`src/rtl/vc_input_port.sv`:
```
// vc_input_port: mesh-router input port with per-VC flit FIFOs, XY routing and VA/SA request generation.
// Build option INPUT_PORT_CREDIT_EN adds credit_o, a per-VC pulse one cycle after each pop.
package vc_input_port_pkg;
    localparam int MESH_SIZE_X = 4;
    localparam int MESH_SIZE_Y = 4;
    localparam int VC_ID_W     = 2;
    localparam int DEST_W      = 2;
    localparam int PAYLOAD_W   = 8;

    typedef enum logic [1:0] {HEAD = 2'd0, BODY = 2'd1, TAIL = 2'd2, HEADTAIL = 2'd3} flit_label_t;
    typedef enum logic [2:0] {LOCAL = 3'd0, NORTH = 3'd1, SOUTH = 3'd2, WEST = 3'd3, EAST = 3'd4} port_t;

    typedef struct packed {
        flit_label_t          flit_label;
        logic [VC_ID_W-1:0]   vc_id;
        logic [DEST_W-1:0]    x_dest;
        logic [DEST_W-1:0]    y_dest;
        logic [PAYLOAD_W-1:0] payload;
    } flit_t;

    localparam int FLIT_W = $bits(flit_t);
endpackage

module vc_input_port
    import vc_input_port_pkg::*;
#(
    parameter int VC_NUM        = 2,
    parameter int BUFFER_SIZE   = 8,
    parameter int X_CURRENT     = MESH_SIZE_X / 2,
    parameter int Y_CURRENT     = MESH_SIZE_Y / 2,
    parameter int OFF_THRESHOLD = BUFFER_SIZE - 2,
    parameter int ON_THRESHOLD  = BUFFER_SIZE / 2,
    localparam int VC_SIZE      = (VC_NUM > 1) ? $clog2(VC_NUM) : 1
) (
    input  logic                            clk,
    input  logic                            rst,
    input  flit_t                           data_i,
    input  logic                            valid_flit_i,
    input  logic [VC_NUM-1:0][VC_SIZE-1:0]  va_new_vc_i,
    input  logic [VC_NUM-1:0]               va_valid_i,
    input  logic [VC_SIZE-1:0]              sa_sel_vc_i,
    input  logic                            sa_valid_i,
    output flit_t                           xb_flit_o,
    output logic                            xb_valid_o,
    output logic [VC_NUM-1:0]               is_on_off_o,
    output logic [VC_NUM-1:0]               is_allocatable_vc_o,
    output logic [VC_NUM-1:0]               va_request_o,
    output logic [VC_NUM-1:0]               sa_request_o,
    output logic [VC_NUM-1:0][VC_SIZE-1:0]  sa_downstream_vc_o,
    output port_t [VC_NUM-1:0]              out_port_o,
    output logic [VC_NUM-1:0]               is_full_o,
    output logic [VC_NUM-1:0]               is_empty_o,
    output logic [VC_NUM-1:0]               err_o
`ifdef INPUT_PORT_CREDIT_EN
    ,
    output logic [VC_NUM-1:0]               credit_o
`endif
);
    localparam int PTR_W = (BUFFER_SIZE > 1) ? $clog2(BUFFER_SIZE) : 1;
    localparam int CNT_W = $clog2(BUFFER_SIZE + 1);
    localparam logic [CNT_W-1:0]  CNT_ZERO = {CNT_W{1'b0}};
    localparam logic [CNT_W-1:0]  CNT_ONE  = CNT_W'(1);
    localparam logic [CNT_W-1:0]  FULL_CNT = CNT_W'(BUFFER_SIZE);
    localparam logic [CNT_W-1:0]  OFF_CNT  = CNT_W'(OFF_THRESHOLD);
    localparam logic [CNT_W-1:0]  ON_CNT   = CNT_W'(ON_THRESHOLD);
    localparam logic [PTR_W-1:0]  PTR_ZERO = {PTR_W{1'b0}};
    localparam logic [PTR_W-1:0]  PTR_ONE  = PTR_W'(1);
    localparam logic [PTR_W-1:0]  LAST_PTR = PTR_W'(BUFFER_SIZE - 1);
    localparam logic [DEST_W-1:0] X_CUR    = DEST_W'(X_CURRENT);
    localparam logic [DEST_W-1:0] Y_CUR    = DEST_W'(Y_CURRENT);

    typedef enum logic [1:0] {ST_IDLE = 2'd0, ST_VA = 2'd1, ST_ACTIVE = 2'd2} vc_state_t;

    flit_t                          mem_r [VC_NUM][BUFFER_SIZE];
    logic [PTR_W-1:0]               wr_ptr_r [VC_NUM];
    logic [PTR_W-1:0]               rd_ptr_r [VC_NUM];
    logic [CNT_W-1:0]               count_r [VC_NUM];
    logic [CNT_W-1:0]               count_next_s [VC_NUM];
    vc_state_t                      state_r [VC_NUM];
    vc_state_t                      state_next_s [VC_NUM];
    flit_t                          front_s [VC_NUM];
    flit_t                          rew_s [VC_NUM];
    flit_t                          pop_flit_s;
    flit_t                          xb_flit_r;
    logic                           xb_valid_r;
    logic                           wr_head_s;
    logic [VC_NUM-1:0]              in_packet_r, err_r, on_off_r, alloc_r, va_req_r, sa_req_r;
    logic [VC_NUM-1:0]              full_r, empty_r, on_off_next_s;
    logic [VC_NUM-1:0]              wr_sel_s, proto_ok_s, room_s, push_s, pop_s, drop_s;
    logic [VC_NUM-1:0]              front_head_s, front_last_s;
    logic [VC_NUM-1:0][VC_SIZE-1:0] ds_vc_r;
    port_t [VC_NUM-1:0]             route_r;

    function automatic port_t route_xy(input logic [DEST_W-1:0] xd, input logic [DEST_W-1:0] yd);
        port_t p;
        if (xd > X_CUR)      p = EAST;
        else if (xd < X_CUR) p = WEST;
        else if (yd > Y_CUR) p = SOUTH;
        else if (yd < Y_CUR) p = NORTH;
        else                 p = LOCAL;
        return p;
    endfunction

    // Per-VC write acceptance, pop decode, occupancy/state next values and the rewritten output flit.
    always_comb begin
        wr_head_s  = (data_i.flit_label == HEAD) || (data_i.flit_label == HEADTAIL);
        pop_flit_s = flit_t'({FLIT_W{1'b0}});
        for (int v = 0; v < VC_NUM; v++) begin
            front_s[v]         = mem_r[v][rd_ptr_r[v]];
            front_head_s[v]    = (front_s[v].flit_label == HEAD) || (front_s[v].flit_label == HEADTAIL);
            front_last_s[v]    = (front_s[v].flit_label == TAIL) || (front_s[v].flit_label == HEADTAIL);
            rew_s[v]           = front_s[v];
            rew_s[v].vc_id     = VC_ID_W'(ds_vc_r[v]);
            wr_sel_s[v]        = valid_flit_i && (data_i.vc_id == VC_ID_W'(v));
            pop_s[v]           = sa_valid_i && (sa_sel_vc_i == VC_SIZE'(v)) &&
                                 (state_r[v] == ST_ACTIVE) && (count_r[v] != CNT_ZERO);
            proto_ok_s[v]      = wr_head_s ? !in_packet_r[v] : in_packet_r[v];
            // A full FIFO still takes a write when the same cycle pops it.
            room_s[v]          = (count_r[v] != FULL_CNT) || pop_s[v];
            push_s[v]          = wr_sel_s[v] && proto_ok_s[v] && room_s[v];
            drop_s[v]          = wr_sel_s[v] && !(proto_ok_s[v] && room_s[v]);
            pop_flit_s         = pop_flit_s | (flit_t'({FLIT_W{pop_s[v]}}) & rew_s[v]);

            case ({push_s[v], pop_s[v]})
                2'b10:   count_next_s[v] = count_r[v] + CNT_ONE;
                2'b01:   count_next_s[v] = count_r[v] - CNT_ONE;
                default: count_next_s[v] = count_r[v];
            endcase

            if (count_next_s[v] >= OFF_CNT)     on_off_next_s[v] = 1'b0;
            else if (count_next_s[v] <= ON_CNT) on_off_next_s[v] = 1'b1;
            else                                on_off_next_s[v] = on_off_r[v];

            case (state_r[v])
                ST_IDLE: begin
                    if ((count_r[v] != CNT_ZERO) && front_head_s[v]) state_next_s[v] = ST_VA;
                    else                                             state_next_s[v] = ST_IDLE;
                end
                ST_VA: begin
                    if (va_valid_i[v]) state_next_s[v] = ST_ACTIVE;
                    else               state_next_s[v] = ST_VA;
                end
                ST_ACTIVE: begin
                    if (pop_s[v] && front_last_s[v]) state_next_s[v] = ST_IDLE;
                    else                             state_next_s[v] = ST_ACTIVE;
                end
                default: state_next_s[v] = ST_IDLE;
            endcase
        end
    end

    // FIFO storage; contents need no reset because occupancy gates every read.
    always_ff @(posedge clk) begin
        for (int v = 0; v < VC_NUM; v++) begin
            if (push_s[v]) mem_r[v][wr_ptr_r[v]] <= data_i;
        end
    end

    // Pointers, packet trackers, VC state, routes and all registered status outputs.
    always_ff @(posedge clk) begin
        if (rst) begin
            for (int v = 0; v < VC_NUM; v++) begin
                count_r[v]  <= CNT_ZERO;
                wr_ptr_r[v] <= PTR_ZERO;
                rd_ptr_r[v] <= PTR_ZERO;
                state_r[v]  <= ST_IDLE;
                ds_vc_r[v]  <= {VC_SIZE{1'b0}};
                route_r[v]  <= LOCAL;
            end
            in_packet_r <= {VC_NUM{1'b0}};
            err_r       <= {VC_NUM{1'b0}};
            on_off_r    <= {VC_NUM{1'b1}};
            alloc_r     <= {VC_NUM{1'b1}};
            va_req_r    <= {VC_NUM{1'b0}};
            sa_req_r    <= {VC_NUM{1'b0}};
            full_r      <= {VC_NUM{1'b0}};
            empty_r     <= {VC_NUM{1'b1}};
            xb_valid_r  <= 1'b0;
            xb_flit_r   <= flit_t'({FLIT_W{1'b0}});
        end else begin
            xb_valid_r <= |pop_s;
            if (|pop_s) xb_flit_r <= pop_flit_s;
            for (int v = 0; v < VC_NUM; v++) begin
                count_r[v]  <= count_next_s[v];
                state_r[v]  <= state_next_s[v];
                on_off_r[v] <= on_off_next_s[v];
                full_r[v]   <= (count_next_s[v] == FULL_CNT);
                empty_r[v]  <= (count_next_s[v] == CNT_ZERO);
                alloc_r[v]  <= (state_next_s[v] == ST_IDLE) && (count_next_s[v] == CNT_ZERO);
                va_req_r[v] <= (state_next_s[v] == ST_VA);
                sa_req_r[v] <= (state_next_s[v] == ST_ACTIVE) && (count_next_s[v] != CNT_ZERO);
                if (drop_s[v]) err_r[v] <= 1'b1;
                if ((state_r[v] == ST_VA) && va_valid_i[v]) ds_vc_r[v] <= va_new_vc_i[v];
                if (pop_s[v]) rd_ptr_r[v] <= (rd_ptr_r[v] == LAST_PTR) ? PTR_ZERO : rd_ptr_r[v] + PTR_ONE;
                if (push_s[v]) begin
                    wr_ptr_r[v] <= (wr_ptr_r[v] == LAST_PTR) ? PTR_ZERO : wr_ptr_r[v] + PTR_ONE;
                    if (wr_head_s) route_r[v] <= route_xy(data_i.x_dest, data_i.y_dest);
                    if (data_i.flit_label == HEAD) in_packet_r[v] <= 1'b1;
                    else if (data_i.flit_label != BODY) in_packet_r[v] <= 1'b0;
                end
            end
        end
    end

`ifdef INPUT_PORT_CREDIT_EN
    logic [VC_NUM-1:0] credit_r;

    // One credit per popped flit, aligned with the crossbar valid.
    always_ff @(posedge clk) begin
        if (rst) credit_r <= {VC_NUM{1'b0}};
        else     credit_r <= pop_s;
    end

    assign credit_o = credit_r;
`endif

    assign xb_flit_o           = xb_flit_r;
    assign xb_valid_o          = xb_valid_r;
    assign is_on_off_o         = on_off_r;
    assign is_allocatable_vc_o = alloc_r;
    assign va_request_o        = va_req_r;
    assign sa_request_o        = sa_req_r;
    assign sa_downstream_vc_o  = ds_vc_r;
    assign out_port_o          = route_r;
    assign is_full_o           = full_r;
    assign is_empty_o          = empty_r;
    assign err_o               = err_r;
endmodule

```
`config.mk`:
```
export PLATFORM = sky130hd
export DESIGN_NAME = vc_input_port
export DESIGN_NICKNAME = d
export VERILOG_FILES = /design/src/rtl/vc_input_port.sv
export SDC_FILE = /design/constraint.sdc
export NUM_CORES = 1
export LEC_CHECK = 0
export ABC_AREA = 1
export ABC_CLOCK_PERIOD_IN_PS = 6600
export CAP_MARGIN = 20
export CORE_MARGIN = 5
export CORE_UTILIZATION = 50
export CTS_CLUSTER_DIAMETER = 200
export CTS_CLUSTER_SIZE = 30
export DETAILED_ROUTE_END_ITERATION = 7
export GPL_ROUTABILITY_DRIVEN = 0
export PLACE_DENSITY = 0.79
export SYNTH_ARGS = -nofsm -noshare
export SYNTH_HDL_FRONTEND = slang
export SYNTH_SLANG_ARGS = --single-unit
export TNS_END_PERCENT = 20
```
`constraint.sdc`:
```
create_clock -name clk -period 6.6 [get_ports clk]
set_input_delay 0.99 -clock clk [delete_from_list [all_inputs] [get_ports clk]]
set_output_delay 0.99 -clock clk [all_outputs]
set_load 0.01 [all_outputs]
```
==> flow_summary.yaml <==
outcome:
  status: "finished, final reports clean"
placement:
  dp_worst_setup_slack_ns: 2.074
  place_area_mm2: 0.01289
  portBuffers: 62
  dpl.hpwl_um: 17640
yosys:
  syn_inst: 1038
  synth_top_area_share_pct: 59.44
  synth_mux_area_share_pct: 0
  yosysSeqAreaShare_pct: 68.17
  syn-cell-area_mm2: 0.01192
  synth_area_leaders: "edfxtp_1 59%, dfxtp_1 8.7%, nor2_1 5.6%"
  synth_area_per_cell_um2: 11.49
  synth-seq-cells: 288
  synthXorXnorAreaFrac_pct: 0.1469
  syn_nets: 1083
  synthAdderAreaFrac_pct: 2.225
  synth_compound_area_share_pct: 10.54
  synth-simple-area-share_pct: 14.45
  synth_top_family_by_area: "simple AND/OR/NAND/NOR gates"
  synthDistinctLibCells: 34
  synth_area_leader_cell: "edfxtp_1"
  yosys_warnings: 0
cells_and_area:
  layout.nets: 1137
  final_cell_mix: "236 x edfxtp_1, 177 x nor2_1, 125 x o21ai_0"
  area_delta_synth_final_pct: 12.13
  antennaDiodeCount: 0
  final_common_cell: "edfxtp_1"
  nFillCells: 1884
  finalInstanceArea_mm2: 0.01337
  drive_above_1_share_pct: 8.735
power:
  powerDensity_mw_per_mm2: 235.4
  power_frac_seq_pct: 63.6
  power_frac_comb_pct: 7.0
  switchingPower_mw: 0.7061
  p_clk_share_pct: 29.4
  p_leak_nw: 4.845
  internal-power_mw: 2.441
  peakVddDrop_v: 0.0001933
  p_sw_share_pct: 22.43
  power.total_mw: 3.147
sta:
  skew_ns: 0.02141
  slew_violations: 0
  fmax_mhz: 252.6
  relSlewSlack_pct: 29.18
  fin_crit_sh_pct: 59.97
  period_needed_ns: 3.958
  tns_ns: 0
  fin_ws_ns: 2.642
  grt_setup_unrepaired: "no"
  setup_viol_count_final: 0
  hold_viol_final: 0
  worstMarginPinSlew_ns: 1.057
setup_path:
  path_class: "input port to flop"
  critPathArrivalTime_ns: 4.07
  reg2reg_slack_ns: 3.74
  cp-end-kind: "flop"
  cp-start-kind: "input port"
  r2r_cells: 9
  cp_max_fo: 18
  crit_required_ns: 6.71
cts:
  ctsHoldBuffers: 0
  cts_made_buffers: 13
  htree_levels: 1
  cts.sinks: 288
  cts_root_buf: "clkbuf_16"
  clk_latency_ns: 0.50
  cts_tree: "done"
  clk_path_buf_depth: 3
  post_cts_buffers: 0
  cts_resized: 0
  clk_pin_slew_worst_paths_ns: 0.11
global_routing:
  gr-usage-all-layers_pct: 20.25
  grt_pass1_wl_um: 42720
  grt_pass1_vias: 7828
  antenna_found_initial: 0
  grt-ovfl-total: 0
  grt_max_degree: 59
drt:
  drc: 0
  drt_iter0_drc: 758
  vias: 7962
  wl_um: 27050
  vias_per_cell: 5.615
  postRouteAntennaNets: 0
  first_pass_iters: 5
  wire_per_inst_um: 19.08
run:
  cap_viol_max_count: 0
floorplanning:
  initial_utilization_pct: 50.79
  rows: 56
  core_mm2: 0.02347
  ios: 64
  die_x_um: 164.4
  dieArea_mm2: 0.02703
  die_y_um: 164.4
min_path:
  holdPathStages: 2
  hp-class: "flop to flop"
routing by layer:
| layer | track usage, % | routed length (um) | share of wire [%] | vias to the layer above |
|---|---|---|---|---|
| met5 | 0 | 0 | 0 | - |
| met4 | 5.180 | 597 | 2.2 | 0 |
| met3 | 3.194 | 2242 | 8.3 | 49 |
| met2 | 34.43 | 13110 | 48 | 348 |
| met1 | 27.50 | 11110 | 41 | 3809 |
| li1 | - | - | - | 3756 |
metrics by stage:
stage / util, % / hold WS, ns / std cells
after global placement: 54.75 / 0.4563 / 1383
after detailed placement: 54.91 / 0.4604 / 1387
final: 56.96 / 0.5019 / 1418
after floorplan: - / 0.4555 / 1038
after CTS: 56.52 / 0.4906 / 1409
after global routing: 56.96 / 0.5297 / 1418
critical path, stage by stage:
cell             delay, ns
clkdlybuf4s50_1       0.93
inv_1                 0.11
ha_1                  0.42
inv_2                 0.07
nand2_2               0.06
nand2_2               0.08
nor2_4                0.12
nand2_2               0.13
or2_2                 0.35
nor3_2                0.81
power groups by stage:
stage | Sequential (mW) | Clock, mW | Combinational, mW
2_1_floorplan | 2.04 | 0 | 0.122
6_report | 2.00 | 0.924 | 0.221
4_1_cts | 2.00 | 0.930 | 0.218
3_5_place_dp | 2.04 | 0 | 0.218
3_3_place_gp | 2.04 | 0 | 0.211
5_1_grt | 2.01 | 1.00 | 0.246
flip-flops by register name (all words and copies together), names as in the netlist:
signal	count
xb_valid_o	1
wr_ptr_r	6
is_on_off_o	2
mem_r	224
sa_request_o	2
in_packet_r	2
xb_flit_o	15
state_r	4
is_empty_o	2
sa_downstream_vc_o	2
va_request_o	2
err_o	2
is_full_o	2
count_r	8
rd_ptr_r	6
is_allocatable_vc_o	2
out_port_o	6
final timing paths:
check | from | to
worst max register to register | rd_ptr_r[0][2] | is_allocatable_vc_o[0]
worst min register to register | err_o[0] | err_o[0]
worst min-delay path | err_o[0] | err_o[0]
worst max-delay path | data_i[14] | mem_r[0][210]
area by class of cell:
class	count	area (um2)	area share [%]
sequential	288	8128	60.80
multi-input combinational	620	3306	24.73
timing repair buffer	86	843.3	6.308
tap	319	399.1	2.985
clock buffer	20	351.6	2.630
inverter	83	316.6	2.368
clock inverter	2	25.02	0.1872
cells in the mapped netlist:
library cell,instances
nand3_1,47
o221ai_1,33
o21a_1,2
nor2_8,2
inv_2,9
nand2_1,109
a31oi_1,1
nand2_4,6
inv_1,70
nor3_1,12
fa_1,2
nand2_2,16
ha_1,18
nand4_1,2
o21ai_0,125
buf_4,2
nor2_1,177
clkbuf_1,22
nand3_2,2
dfxtp_1,52
o22ai_1,14
conb_1,1
inv_6,1
clkinv_1,3
buf_2,23
nand3_4,2
a21oi_1,12
edfxtp_1,236
nor2_2,7
o21ai_1,3
nor2_4,2
o211ai_1,21
xor2_1,2
or2_2,2
logic make-up after synthesis:
family | count (synthesis)
AO/OA/AOI/OAI | 211
other | 1
adder cells (fa/ha/maj) | 20
flip-flops | 288
XOR/XNOR | 2
AND/OR/NAND/NOR | 386
buffers and inverters | 130
Note: power is estimated with default switching activity, not from simulation.
